File: src/rtl/caf_search_pkg.sv
// Shared types and helpers for the CAF search sequencer.
package caf_search_pkg;

  // Sequencer states
  typedef enum logic [2:0] {
    StIdle   = 3'd0,
    StLaunch = 3'd1,
    StWait   = 3'd2,
    StUpdate = 3'd3,
    StEmit   = 3'd4
  } caf_search_state_t;

  // Width of a selector able to address n bins, never narrower than 1 bit
  function automatic int unsigned sel_width(input int unsigned n);
    return (n <= 1) ? 1 : $clog2(n);
  endfunction

endpackage

File: src/rtl/caf_search_ctrl_if.sv
// Handshake and result bus between the CAF search sequencer and its neighbours.
// slave: the sequencer's view; master: the host/datapath view.
interface caf_search_ctrl_if #(
  parameter int unsigned freq_bits  = 3,
  parameter int unsigned index_bits = 4,
  parameter int unsigned mag_bits   = 24
);
  logic                  start;
  logic                  busy;
  logic [freq_bits-1:0]  freq_sel;
  logic                  run_start;
  logic                  in_tvalid;
  logic                  in_tready;
  logic [mag_bits-1:0]   in_max;
  logic [index_bits:0]   in_index;
  logic                  out_tvalid;
  logic                  out_tready;
  logic [mag_bits-1:0]   out_max;
  logic [index_bits:0]   out_index;
  logic [freq_bits-1:0]  out_freq;
  logic                  timeout_err;

  modport slave (
    input  start, in_tvalid, in_max, in_index, out_tready,
    output busy, freq_sel, run_start, in_tready, out_tvalid, out_max, out_index, out_freq,
           timeout_err
  );

  modport master (
    output start, in_tvalid, in_max, in_index, out_tready,
    input  busy, freq_sel, run_start, in_tready, out_tvalid, out_max, out_index, out_freq,
           timeout_err
  );
endinterface

File: src/rtl/caf_search_timer.sv
// Per-bin watchdog: restarts on load, counts while enabled, flags the last allowed cycle.
module caf_search_timer #(
  parameter int unsigned limit = 1024
) (
  input  logic clk,
  input  logic rst_n,
  input  logic load,
  input  logic count_en,
  output logic expired
);
  localparam int unsigned cnt_bits = (limit > 1) ? $clog2(limit) : 1;

  logic [cnt_bits-1:0] count_q;

  // Count waited cycles; saturate at the expiry value
  always_ff @(posedge clk or negedge rst_n) begin
    if (!rst_n) begin
      count_q <= '0;
    end else if (load) begin
      count_q <= '0;
    end else if (count_en && !expired) begin
      count_q <= count_q + 1'b1;
    end
  end

  // High on the limit-th waited cycle, counting the first as zero
  assign expired = (count_q == cnt_bits'(limit - 1));
endmodule

File: src/rtl/caf_search_ctrl.sv
// CAF search sequencer: steps the frequency bins, launches one correlation per bin,
// keeps the running global peak and presents it on a valid/ready output.
// Optional per-bin watchdog enabled by defining CAF_SEARCH_TIMEOUT_EN.
module caf_search_ctrl
  import caf_search_pkg::*;
#(
  parameter int unsigned freq_bins      = 8,
  parameter int unsigned freq_bits      = sel_width(freq_bins),
  parameter int unsigned index_bits     = 4,
  parameter int unsigned mag_bits       = 24,
  parameter int unsigned timeout_cycles = 1024
) (
  input logic              clk,
  input logic              rst_n,
  caf_search_ctrl_if.slave bus
);
  localparam logic [freq_bits-1:0] last_sel = freq_bits'(freq_bins - 1);

  caf_search_state_t    state_q, state_d;
  logic [freq_bits-1:0] freq_sel_q, freq_sel_d;
  logic [mag_bits-1:0]  best_max_q, best_max_d;
  logic [index_bits:0]  best_index_q, best_index_d;
  logic [freq_bits-1:0] best_freq_q, best_freq_d;
  logic                 best_valid_q, best_valid_d;
  logic [mag_bits-1:0]  cap_max_q, cap_max_d;
  logic [index_bits:0]  cap_index_q, cap_index_d;
  logic                 cap_timeout_q, cap_timeout_d;
  logic                 timeout_err_q, timeout_err_d;
  logic                 timed_out;

`ifdef CAF_SEARCH_TIMEOUT_EN
  logic expired;

  caf_search_timer #(
    .limit(timeout_cycles)
  ) u_timer (
    .clk     (clk),
    .rst_n   (rst_n),
    .load    (state_q == StLaunch),
    .count_en(state_q == StWait),
    .expired (expired)
  );

  // A result arriving on the expiry cycle still wins over the timeout
  assign timed_out = (state_q == StWait) && !bus.in_tvalid && expired;
`else
  logic unused_timeout_cfg;

  assign unused_timeout_cfg = (timeout_cycles != 0);
  assign timed_out          = 1'b0;
`endif

  // Next-state logic for the sequencer and its datapath registers
  always_comb begin
    state_d       = state_q;
    freq_sel_d    = freq_sel_q;
    best_max_d    = best_max_q;
    best_index_d  = best_index_q;
    best_freq_d   = best_freq_q;
    best_valid_d  = best_valid_q;
    cap_max_d     = cap_max_q;
    cap_index_d   = cap_index_q;
    cap_timeout_d = cap_timeout_q;
    timeout_err_d = timeout_err_q;

    unique case (state_q)
      StIdle: begin
        if (bus.start) begin
          best_max_d    = '0;
          best_index_d  = '0;
          best_freq_d   = '0;
          best_valid_d  = 1'b0;
          timeout_err_d = 1'b0;
          freq_sel_d    = '0;
          state_d       = StLaunch;
        end
      end
      StLaunch: state_d = StWait;
      StWait: begin
        if (bus.in_tvalid) begin
          cap_max_d     = bus.in_max;
          cap_index_d   = bus.in_index;
          cap_timeout_d = 1'b0;
          state_d       = StUpdate;
        end else if (timed_out) begin
          cap_timeout_d = 1'b1;
          timeout_err_d = 1'b1;
          state_d       = StUpdate;
        end
      end
      StUpdate: begin
        // First answered bin loads unconditionally; strict compare keeps the lower bin on ties
        if (!cap_timeout_q && (!best_valid_q || (cap_max_q > best_max_q))) begin
          best_max_d   = cap_max_q;
          best_index_d = cap_index_q;
          best_freq_d  = freq_sel_q;
          best_valid_d = 1'b1;
        end
        if (freq_sel_q == last_sel) begin
          state_d = StEmit;
        end else begin
          freq_sel_d = freq_sel_q + 1'b1;
          state_d    = StLaunch;
        end
      end
      StEmit: begin
        if (bus.out_tready) begin
          state_d = StIdle;
        end
      end
      default: state_d = StIdle;
    endcase
  end

  // State registers with asynchronous abort
  always_ff @(posedge clk or negedge rst_n) begin
    if (!rst_n) begin
      state_q       <= StIdle;
      freq_sel_q    <= '0;
      best_max_q    <= '0;
      best_index_q  <= '0;
      best_freq_q   <= '0;
      best_valid_q  <= 1'b0;
      cap_max_q     <= '0;
      cap_index_q   <= '0;
      cap_timeout_q <= 1'b0;
      timeout_err_q <= 1'b0;
    end else begin
      state_q       <= state_d;
      freq_sel_q    <= freq_sel_d;
      best_max_q    <= best_max_d;
      best_index_q  <= best_index_d;
      best_freq_q   <= best_freq_d;
      best_valid_q  <= best_valid_d;
      cap_max_q     <= cap_max_d;
      cap_index_q   <= cap_index_d;
      cap_timeout_q <= cap_timeout_d;
      timeout_err_q <= timeout_err_d;
    end
  end

  assign bus.busy        = (state_q != StIdle);
  assign bus.run_start   = (state_q == StLaunch);
  assign bus.in_tready   = (state_q == StWait);
  assign bus.out_tvalid  = (state_q == StEmit);
  assign bus.freq_sel    = freq_sel_q;
  assign bus.out_max     = best_max_q;
  assign bus.out_index   = best_index_q;
  assign bus.out_freq    = best_freq_q;
  assign bus.timeout_err = timeout_err_q;
endmodule

File: src/flat_wrapper.sv
// flat-port wrapper written by rule: the top's interface ports become plain ports
module caf_search_ctrl_flat import caf_search_pkg::*;
#(
  parameter int unsigned freq_bins      = 8,
  parameter int unsigned freq_bits      = sel_width(freq_bins),
  parameter int unsigned index_bits     = 4,
  parameter int unsigned mag_bits       = 24,
  parameter int unsigned timeout_cycles = 1024
)
  (clk, rst_n, bus_start, bus_in_tvalid, bus_in_max, bus_in_index, bus_out_tready, bus_busy, bus_freq_sel, bus_run_start, bus_in_tready, bus_out_tvalid, bus_out_max, bus_out_index, bus_out_freq, bus_timeout_err);
  caf_search_ctrl_if #(.freq_bits(freq_bits), .index_bits(index_bits), .mag_bits(mag_bits)) bus_i ();
  input logic clk;
  input logic rst_n;
  input wire logic [$bits(bus_i.start)-1:0] bus_start;
  input wire logic [$bits(bus_i.in_tvalid)-1:0] bus_in_tvalid;
  input wire logic [$bits(bus_i.in_max)-1:0] bus_in_max;
  input wire logic [$bits(bus_i.in_index)-1:0] bus_in_index;
  input wire logic [$bits(bus_i.out_tready)-1:0] bus_out_tready;
  output wire logic [$bits(bus_i.busy)-1:0] bus_busy;
  output wire logic [$bits(bus_i.freq_sel)-1:0] bus_freq_sel;
  output wire logic [$bits(bus_i.run_start)-1:0] bus_run_start;
  output wire logic [$bits(bus_i.in_tready)-1:0] bus_in_tready;
  output wire logic [$bits(bus_i.out_tvalid)-1:0] bus_out_tvalid;
  output wire logic [$bits(bus_i.out_max)-1:0] bus_out_max;
  output wire logic [$bits(bus_i.out_index)-1:0] bus_out_index;
  output wire logic [$bits(bus_i.out_freq)-1:0] bus_out_freq;
  output wire logic [$bits(bus_i.timeout_err)-1:0] bus_timeout_err;
  assign bus_i.start = bus_start;
  assign bus_i.in_tvalid = bus_in_tvalid;
  assign bus_i.in_max = bus_in_max;
  assign bus_i.in_index = bus_in_index;
  assign bus_i.out_tready = bus_out_tready;
  assign bus_busy = bus_i.busy;
  assign bus_freq_sel = bus_i.freq_sel;
  assign bus_run_start = bus_i.run_start;
  assign bus_in_tready = bus_i.in_tready;
  assign bus_out_tvalid = bus_i.out_tvalid;
  assign bus_out_max = bus_i.out_max;
  assign bus_out_index = bus_i.out_index;
  assign bus_out_freq = bus_i.out_freq;
  assign bus_timeout_err = bus_i.timeout_err;
  caf_search_ctrl #(.freq_bins(freq_bins), .freq_bits(freq_bits), .index_bits(index_bits), .mag_bits(mag_bits), .timeout_cycles(timeout_cycles)) u_core (.clk(clk), .rst_n(rst_n), .bus(bus_i));
endmodule
File: config.mk
export PLATFORM = sky130hd
export DESIGN_NAME = caf_search_ctrl_flat
export DESIGN_NICKNAME = d
export VERILOG_FILES = /design/src/rtl/caf_search_pkg.sv /design/src/rtl/caf_search_ctrl_if.sv /design/src/rtl/caf_search_timer.sv /design/src/rtl/caf_search_ctrl.sv /design/src/flat_wrapper.sv
export SDC_FILE = /design/constraint.sdc
export NUM_CORES = 1
export LEC_CHECK = 0
export CORE_MARGIN = 2
export CORE_UTILIZATION = 51
export DETAILED_ROUTE_END_ITERATION = 16
export PLACE_DENSITY = 0.92
export SYNTH_ARGS = -nofsm -noshare
export SYNTH_HDL_FRONTEND = slang
export SYNTH_SLANG_ARGS = --single-unit
File: constraint.sdc
create_clock -name clk -period 3.1 [get_ports clk]
set_input_delay 0.31 -clock clk [delete_from_list [all_inputs] [get_ports clk]]
set_output_delay 0.31 -clock clk [all_outputs]
set_load 0.1 [all_outputs]
==> impl_metrics.tcl <==
set metrics [dict create \
    first_iter_violations 116 \
    finalWirelength_mm 7.28 \
    io_pins 74 \
    slew_headroom 0.337 \
    setup-violations-final 0 \
    die_area_mm2 0.00741 \
    cts_tree "yes" \
    worstSetupEndpoint "u_core.bus.out_max[22]" \
    grt_max_degree 41 \
    clkTransAtPathRegs_ns 0.07 \
    vias_per_cell 5.25 \
    via_count 2581 \
    antenna_found_initial 0 \
    post-route-min-period_ns 2.62 \
    ys_warn_count 0 \
    syn_avg_cell_area_um2 10.2 \
    port_buffers 72 \
    globalplace.congestion 0.786 \
    drive_gt1_frac 0.104 \
    end_kind "register" \
    status "finished, final reports clean" \
    dpl.hpwl_mm 5.17 \
    synthMuxAreaShare 0.116 \
    finalHoldViolations 0 \
    cts_buffers 9 \
    synth_edf_count 0 \
    start_util 0.535 \
    synth_cells 337 \
    synth_xor_area_frac 0 \
    r2r_slack_ns 0.48 \
    period_share 0.845 \
    synth_cell_types 41 \
    synth_area_leaders "dfrtp_1 50%, ha_1 9.5%, mux2i_1 8.2%" \
    die_x_um 86.1 \
    synthSimpleGateAreaFrac 0.104 \
    ff2ff_path_depth 9 \
    yosys_register_bits 68 \
    r2r-start "u_core.bus.out_max[15]" \
    cts_buffer_depth 2 \
    synth_adder_area_share 0.0946 \
    synthArstFlopShare 1.00 \
    synthesis.nets 397 \
    syn2layout_area_growth_pct 27.5 \
    insertion_delay_ns 0.35 \
    maxCapViolCount 0 \
    yosysSeqAreaShare 0.495 \
    cts_setup_buffers 0 \
    synth_top_flop_cell "dfrtp_1" \
    cts_root_buf "clkbuf_8" \
    synth_top_area_frac 0.495 \
    holdCritPathClass "input port to async pin" \
    cts_num_sinks 68 \
    crit_start "u_core.bus.out_max[15]" \
    syn_area_mm2 0.00344 \
    nNetsFinal 471 \
    coreArea_mm2 0.00642 \
    first_pass_iters 4 \
    wl_per_cell_um 14.8 \
    synth_commonest_cells "68 x dfrtp_1, 61 x nand2_1, 56 x inv_1" \
    fmax_ghz 0.382 \
    r2r-end "u_core.bus.out_max[22]" \
    rsz0062_at_grt "false" \
    drc 0 \
    die_y_um 86.1 \
    crit_arrival_ns 2.89 \
    crit_path_max_fanout 23 \
    cp-start-kind "register" \
    grt-ovfl-total 0 \
    synth_top_area_cell "dfrtp_1" \
    synth_top_family_by_area "multiplexers" \
    yosysMostFrequentCell "dfrtp_1" \
    h-tree-depth 3 \
    tightest_slew_ns 0.991 \
    cts_hold_buf 0 \
    grt_pass1_vias 2694 \
    synth_compound_area_frac 0.104 \
    antenna_cells 0 \
    path_class "register to register" \
    fin_worst_skew_ns 0.00662 \
    ant_nets 0 \
    core.rowCount 29 \
    fin_tns_setup_ns 0 \
    track_usage 0.218 \
    grt_pass1_wl_mm 12.5 \
    post_cts_resized 0 \
    worstPathRequired_ns 3.37 \
    drv_slew 0 \
]
-- critical path, stage by stage (launching register included) --
cell       delay [ns]
dfrtp_1          0.38
inv_1            0.06
ha_1             0.32
nand4_1          0.20
nor4_2           0.27
a31oi_2          0.18
o2bb2ai_2        0.17
a31oi_4          0.43
buf_12           0.27
mux2i_1          0.23
-- area by class of cell --
cell class | instances | area [um2]
Clock inverter | 2 | 35.0
Inverter | 56 | 210
Timing Repair Buffer | 76 | 741
Fill cell | 490 | 2040
Sequential cell | 68 | 1700
Clock buffer | 13 | 149
Multi-Input combinational cell | 200 | 1450
Tap cell | 77 | 96.3
-- worst min path at each step --
stage	startpoint	endpoint	cells past startpoint	slack, ns
2_1_floorplan	rst_n	u_core.best_valid_q	0	0.01
3_3_place_gp	rst_n	u_core.bus.out_freq[1]	1	0.47
3_5_place_dp	rst_n	u_core.state_q[2]	1	0.48
4_1_cts	rst_n	u_core.bus.freq_sel[1]	1	0.11
5_1_grt	rst_n	u_core.state_q[2]	1	0.15
6_report	rst_n	u_core.state_q[2]	1	0.09
-- registers in the layout, summed over array words and instances, names as in the netlist --
name                  cells
u_core.bus.freq_sel       3
u_core.best_valid_q       1
u_core.bus.out_index      5
u_core.bus.out_max       24
u_core.bus.out_freq       3
u_core.cap_max_q         24
u_core.state_q            3
u_core.cap_index_q        5
-- cells by family after synthesis --
family,count (synthesis)
AOI/OAI and AO/OA,56
adders and majority gates,26
buffers and inverters,69
DFF,68
muxes,38
other,1
and+or+nand+nor,79
-- layout by cell type (no fill, tap or decap), types with 3 or more instances in the layout --
cell type	count
o21ai_0	27
clkbuf_8	10
ha_1	26
clkbuf_1	3
nor2_1	4
inv_1	56
a21o_1	3
dfrtp_1	68
mux2_2	8
buf_4	10
a21oi_1	12
clkdlybuf4s50_1	64
mux2i_1	28
nand2_1	61
-- metal layers --
metal	wire length, um	GRT usage
met4	150	0.0808
met1	3070	0.262
met2	3600	0.360
met5	0	0
met3	456	0.0789
-- stage by stage --
stage          hold WS [ns]  worst slack [ns]  std cells  utilization  cell area, um2
3_3_place_gp          0.472             0.640        477        0.654            4200
2_1_floorplan        0.0144            0.0106        337            -            3440
5_1_grt               0.153             0.353        492        0.682            4380
6_report             0.0898             0.480        492        0.682            4380
3_5_place_dp          0.480             0.524        477        0.654            4200
4_1_cts               0.108             0.485        492        0.682            4380
Power is not shown: default switching activity piles up to over one toggle a cycle in this logic, so the estimate is an artifact.
